`src/rtl/elevator_scheduler.sv`:
```
// elevator_scheduler: SCAN-policy car controller.
// Latches floor request pulses into a pending register and sequences car
// motion and door timing. A single 32-bit down-counter times both a one-floor
// step and the door-open interval.
// Optional emergency stop: define ELEVATOR_ESTOP_EN to add the `estop` input.
//
// state | meaning
// IDLE  | car parked, doors closed, waiting for pending requests
// MOVE  | car travelling one floor per MOVE_CYCLES
// DOOR  | doors open for DOOR_CYCLES (reloaded by a same-floor request)
module elevator_scheduler #(
   parameter int FLOORS      = 4,
   parameter int MOVE_CYCLES = 100000000,
   parameter int DOOR_CYCLES = 200000000,
   localparam int FW         = $clog2(FLOORS)
) (
   input  logic              CLK,
   input  logic              reset_n,
`ifdef ELEVATOR_ESTOP_EN
   input  logic              estop,
`endif
   input  logic [FLOORS-1:0] req_pulse,
   output logic [FW-1:0]     cur_floor,
   output logic              dir_up,
   output logic              moving,
   output logic              door_open,
   output logic              arrive_pulse,
   output logic [FLOORS-1:0] pending
);

   localparam logic [1:0] S_IDLE = 2'b00;
   localparam logic [1:0] S_MOVE = 2'b01;
   localparam logic [1:0] S_DOOR = 2'b10;

   localparam logic [31:0] MOVE_LOAD = 32'(MOVE_CYCLES - 1);
   localparam logic [31:0] DOOR_LOAD = 32'(DOOR_CYCLES - 1);

   logic [1:0]        state_q, state_d;
   logic [31:0]       cnt_q, cnt_d;
   logic [FW-1:0]     floor_q, floor_d;
   logic              dir_q, dir_d;
   logic [FLOORS-1:0] pend_q, pend_d;
   logic              arrive_q, arrive_d;

   logic [FLOORS-1:0] pend_set;
   logic [FLOORS-1:0] clear_mask;
   logic [FW-1:0]     step_floor;

   // True when any request lies strictly beyond floor f in direction up.
   function automatic logic req_ahead(input logic [FLOORS-1:0] p,
                                      input logic [FW-1:0] f,
                                      input logic up);
      logic r;
      r = 1'b0;
      for (int i = 0; i < FLOORS; i++) begin
         if (p[i] && (up ? (i > int'(f)) : (i < int'(f)))) r = 1'b1;
      end
      return r;
   endfunction

   // State and datapath registers.
   always_ff @(posedge CLK or negedge reset_n) begin
      if (!reset_n) begin
         state_q  <= S_IDLE;
         cnt_q    <= '0;
         floor_q  <= '0;
         dir_q    <= 1'b1;
         pend_q   <= '0;
         arrive_q <= 1'b0;
      end else begin
         state_q  <= state_d;
         cnt_q    <= cnt_d;
         floor_q  <= floor_d;
         dir_q    <= dir_d;
         pend_q   <= pend_d;
         arrive_q <= arrive_d;
      end
   end

   // Next state, counter, floor, direction and pending-request update.
   always_comb begin
      state_d    = state_q;
      cnt_d      = cnt_q;
      floor_d    = floor_q;
      dir_d      = dir_q;
      arrive_d   = 1'b0;
      pend_set   = pend_q | req_pulse;
      clear_mask = '0;
      step_floor = dir_q ? (floor_q + FW'(1)) : (floor_q - FW'(1));

      case (state_q)
         S_IDLE: begin
            if (pend_q[floor_q]) begin
               state_d             = S_DOOR;
               cnt_d               = DOOR_LOAD;
               clear_mask[floor_q] = 1'b1;
            end else if (req_ahead(pend_q, floor_q, dir_q)) begin
               state_d = S_MOVE;
               cnt_d   = MOVE_LOAD;
            end else if (req_ahead(pend_q, floor_q, ~dir_q)) begin
               state_d = S_MOVE;
               cnt_d   = MOVE_LOAD;
               dir_d   = ~dir_q;
            end
         end
         S_MOVE: begin
            if (cnt_q != 32'd0) begin
               cnt_d = cnt_q - 32'd1;
            end else begin
               floor_d  = step_floor;
               arrive_d = 1'b1;
               if (pend_q[step_floor]) begin
                  state_d                = S_DOOR;
                  cnt_d                  = DOOR_LOAD;
                  clear_mask[step_floor] = 1'b1;
               end else if (req_ahead(pend_q, step_floor, dir_q)) begin
                  cnt_d = MOVE_LOAD;
               end else begin
                  state_d = S_IDLE;
               end
            end
         end
         S_DOOR: begin
            // A call for the floor we are already serving just holds the door.
            pend_set[floor_q] = pend_q[floor_q];
            if (req_pulse[floor_q]) begin
               cnt_d = DOOR_LOAD;
            end else if (cnt_q != 32'd0) begin
               cnt_d = cnt_q - 32'd1;
            end else begin
               state_d = S_IDLE;
            end
         end
         default: state_d = S_IDLE;
      endcase

      pend_d = pend_set & ~clear_mask;

`ifdef ELEVATOR_ESTOP_EN
      if (estop) begin
         state_d  = state_q;
         cnt_d    = cnt_q;
         floor_d  = floor_q;
         dir_d    = dir_q;
         arrive_d = 1'b0;
         pend_d   = pend_q | req_pulse;
      end
`endif
   end

   // Output decode from the registered state.
   always_comb begin
      moving       = (state_q == S_MOVE);
      door_open    = (state_q == S_DOOR);
      arrive_pulse = arrive_q;
`ifdef ELEVATOR_ESTOP_EN
      if (estop) arrive_pulse = 1'b0;
`endif
   end

   assign cur_floor = floor_q;
   assign dir_up    = dir_q;
   assign pending   = pend_q;

endmodule
```
`config.mk`:
```
export PLATFORM = sky130hd
export DESIGN_NAME = elevator_scheduler
export DESIGN_NICKNAME = d
export VERILOG_FILES = /design/src/rtl/elevator_scheduler.sv
export SDC_FILE = /design/constraint.sdc
export NUM_CORES = 1
export LEC_CHECK = 0
export CAP_MARGIN = 20
export CORE_AREA = 3 3 91 71
export DETAILED_ROUTE_END_ITERATION = 16
export DIE_AREA = 0 0 94 74
export PLACE_DENSITY = 0.76
export SYNTH_ARGS = -nofsm -noshare
export SYNTH_HDL_FRONTEND = slang
export SYNTH_SLANG_ARGS = --single-unit
```
`constraint.sdc`:
```
create_clock -name CLK -period 2.7 [get_ports CLK]
set_clock_uncertainty 0.15 [all_clocks]
set_input_delay 0.27 -clock CLK [delete_from_list [all_inputs] [get_ports CLK]]
set_output_delay 0.27 -clock CLK [all_outputs]
set_load 0.02 [all_outputs]
```
==> results.yml <==
worst_setup_path:
  cp_slowest_cell: "dfrtp_2"
  cp_max_fo: 5
  crit_chain: "clkinv_4 -> ha_4 -> buf_4 -> nand2_1 -> nand2_1 -> o221ai_2 -> o22ai_4 -> buf_6 -> buf_4 -> a221o_1 -> a22o_1"
  rrSetupSlack_ns: 0.003
  required_ns: 2.75
  cp-startpoint: "cur_floor[0]"
  reg2reg_from: "cur_floor[0]"
  r2r_end: "cnt_q[4]"
  critPathLaunchType: "flip-flop"
  r2r_cells: 11
  end_kind: "flip-flop"
  path_class: "reg -> reg"
  cp.arrival_ns: 2.74
  worst-path-buf-inv: 4
  slowest_delay_ns: 0.44
  crit_family: "compound AO/OA/AOI/OAI gates"
synthesis:
  synth-edff-count: 0
  synth_compound_area_share_pct: 31.4
  ys_seq_area_share_pct: 34.2
  synth_top_family_by_area: "compound AO/OA/AOI/OAI gates"
  synth_xor_area_share_pct: 0.854
  netlist_area_um2: 3080
  ys.flop_type: "dfrtp_1"
  ys_async_sr_fraction_pct: 100
  synth_area_per_cell_um2: 9.16
  synth.net_count: 353
  yosysUniqueCellTypes: 65
  yosys_warnings: 0
  post_synth_fa_ha_maj_area_fraction_pct: 4.47
  ys_ff_latch: 42
  synthMuxAreaShare_pct: 3.66
  synthSimpleGateAreaFrac_pct: 20.0
  syn_inst: 336
timing:
  max_freq_mhz: 371
  whs_ns: -0.0463
  setup_violations: 0
  slew_viol_final: 0
  rsz0062_at_grt: "true"
  fin_crit_sh_pct: 99.9
  fin_crit_ns: 2.70
  hold_violations: 41
  slew_headroom_pct: 35.3
  max_slew.worst_pin.slew_ns: 0.970
  tns_ns: 0
route:
  wl_met2_mm: 4.43
  topRoutingLayerUsed: "met4"
  met3_length_mm: 1.27
  vias: 3372
  wl_mm: 10.5
  wl_per_cell_um: 21.4
  drtIter0Drc: 443
  ant_nets: 0
  drc: 0
  m1WireLength_mm: 4.54
  vias_per_cell: 6.88
  dr.pass1.iters: 6
clocking:
  clk_pin_slew_ns: 0.08
  root_buffer: "clkbuf_8"
  cts_tree: "yes"
  cts_buffer_depth: 2
  clock-sinks: 42
  ctsHoldBuffers: 0
  numCtsBuffers: 5
  clk_latency_ns: 0.30
  htree_levels: 2
die:
  core_area_um2: 5710
  die_y_um: 74
  pin_count: 16
  die_w_um: 94
  std_cell_rows: 24
  initial_core_util_pct: 53.9
  design.die.area_um2: 6960
final_layout:
  fin_cells: 490
  final_util_pct: 72.7
  area_growth_pct: 34.7
  drive_gt1_share_pct: 31.8
  n_antenna_cell: 0
  finalNetCount: 428
outcome:
  status: "complete, but fails checks"
  violations: "hold timing"
global_routing:
  grt_pass1_wl_mm: 15.6
  grt_start_max_net_pins: 43
  grt_overflow: 0
  grt.total_usage_pct: 29.4
  grt_pass1_vias: 2958
  antenna_found_initial: 0
power_and_ir_drop:
  p_leak_nw: 1.69
  ir_drop_uv: 460
  power-per-cell-area_nw_per_um2: 1000
placed_design:
  dp_cells: 467
  io_buffers: 15
  place.gp.congestion: 0.991
  dp_hpwl_mm: 7.19
hold_path:
  min-delay-path-class: "in -> async"
flow_run:
  drv_cap: 0
==> final cells by class <==
type | instances | area (um^2)
multi-input combinational | 253 | 2060
fill | 411 | 1560
timing repair buffer | 91 | 773
tap | 78 | 97.6
sequential | 42 | 1050
inverter | 18 | 72.6
clock buffer | 7 | 86.3
clock inverter | 1 | 5.00
==> cells in the mapped netlist, types with 2 or more instances <==
library cell	n	area share (%)
o2111ai_1	3	0.85
nor3_1	14	2.3
o2bb2ai_1	4	1.1
nand2b_1	3	0.61
a31oi_1	4	0.81
a21o_1	3	0.73
a211o_1	2	0.57
buf_1	2	0.24
o211ai_1	13	3.2
nor2_1	21	2.6
xnor2_1	2	0.57
a221o_1	5	1.6
a21oi_1	12	2.0
a211oi_1	5	1.2
buf_2	8	1.3
a221oi_1	5	1.4
nand4_1	4	0.81
ha_1	11	4.5
o311ai_0	2	0.57
a22o_1	13	3.7
dfrtp_1	41	33
or4_1	9	2.2
and3_1	5	1.0
mux2_1	4	1.5
clkbuf_1	12	1.5
nand2_1	18	2.2
nor4_1	5	1.0
mux4_2	3	2.2
inv_1	17	2.1
o21ai_0	11	1.8
nor2b_1	3	0.61
a32o_1	4	1.3
or3_1	6	1.2
nor4_4	2	1.4
o31ai_1	11	2.7
nand3_1	7	1.1
o221ai_1	14	4.0
==> worst register-to-register path: cells and delay by family, from the launching register on <==
family	cells	cell delay, ns
fa+ha+maj	1	0.25
flops	1	0.44
compound gates	4	1.08
buf+inv	4	0.54
simple gates	2	0.12
==> worst max path at each step <==
stage                      to  cells past startpoint
floorplan           cnt_q[19]                     10
global placement    cnt_q[10]                      7
detailed placement  cnt_q[11]                      7
CTS                 cnt_q[11]                      9
global route        cnt_q[16]                     11
finish               cnt_q[4]                     11
==> through the flow <==
step           total power (W)  cell area, um^2  setup slack, ns
3_5_place_dp           0.00337             3760          -0.0391
6_report               0.00414             4150          0.00309
3_3_place_gp           0.00332             3760          -0.0474
2_1_floorplan          0.00246             3150          -0.0591
5_1_grt                0.00439             4150          -0.0715
4_1_cts                0.00383             3900           0.0109
==> where the power goes <==
group,internal [W],leakage (nW),switching [W],total (W)
combinational,0.00121,1.16,0.00148,0.00269
sequential,0.000839,0.487,0.000176,0.00102
clock,0.000207,0.0482,0.000228,0.000435
total,0.00226,1.69,0.00189,0.00414
==> cells by family (layout without fill, tap and decap cells) <==
| kind of cell | Yosys count | after routing |
|---|---|---|
| AO/OA/AOI/OAI | 124 | 124 |
| AND/OR/NAND/NOR | 108 | 108 |
| flip-flops | 42 | 42 |
| buffers and inverters | 41 | 117 |
| adder cells (fa/ha/maj) | 11 | 11 |
| multiplexers | 7 | 7 |
| XOR/XNOR | 3 | 3 |
==> sequential cells by signal, indices dropped and copies added, names as in the netlist <==
signal and flops:
cur_floor 2, state_q 2, pending 4, cnt_q 32, dir_up 1, arrive_pulse 1
==> per-layer routing <==
layer	vias to the layer above	global-route usage (%)
met2	222	41.4
met1	1627	45.1
met3	37	7.48
met5	-	0
li1	1486	-
met4	0	7.05
==> cells in the final DEF, fill, tap and decap left out, types with 4 or more instances in the layout <==
master           instances
nor4_1                   4
and3_1                   4
or3_1                    5
a22o_1                  13
a32o_1                   4
buf_4                   70
or4_4                    4
buf_12                   4
nand4_1                  4
ha_1                     9
a21oi_1                 11
a211oi_1                 5
o221ai_1                13
or4_1                    6
o211ai_1                13
inv_1                   16
nand2_1                 18
o31ai_1                 11
nor2_1                  20
o2bb2ai_2                4
o21ai_0                 11
a221oi_1                 4
nor3_1                  13
clkbuf_8                 6
clkdlybuf4s50_1         14
a221o_1                  5
nand3_1                  7
dfrtp_1                 39
==> what timing repair did <==
item,4_1_cts,5_1_grt
setup endpoints to repair,10,34
buffers inserted,4,11
resized for setup,6,29
pin swaps,2,12
Power figures use the tool's default switching activity.
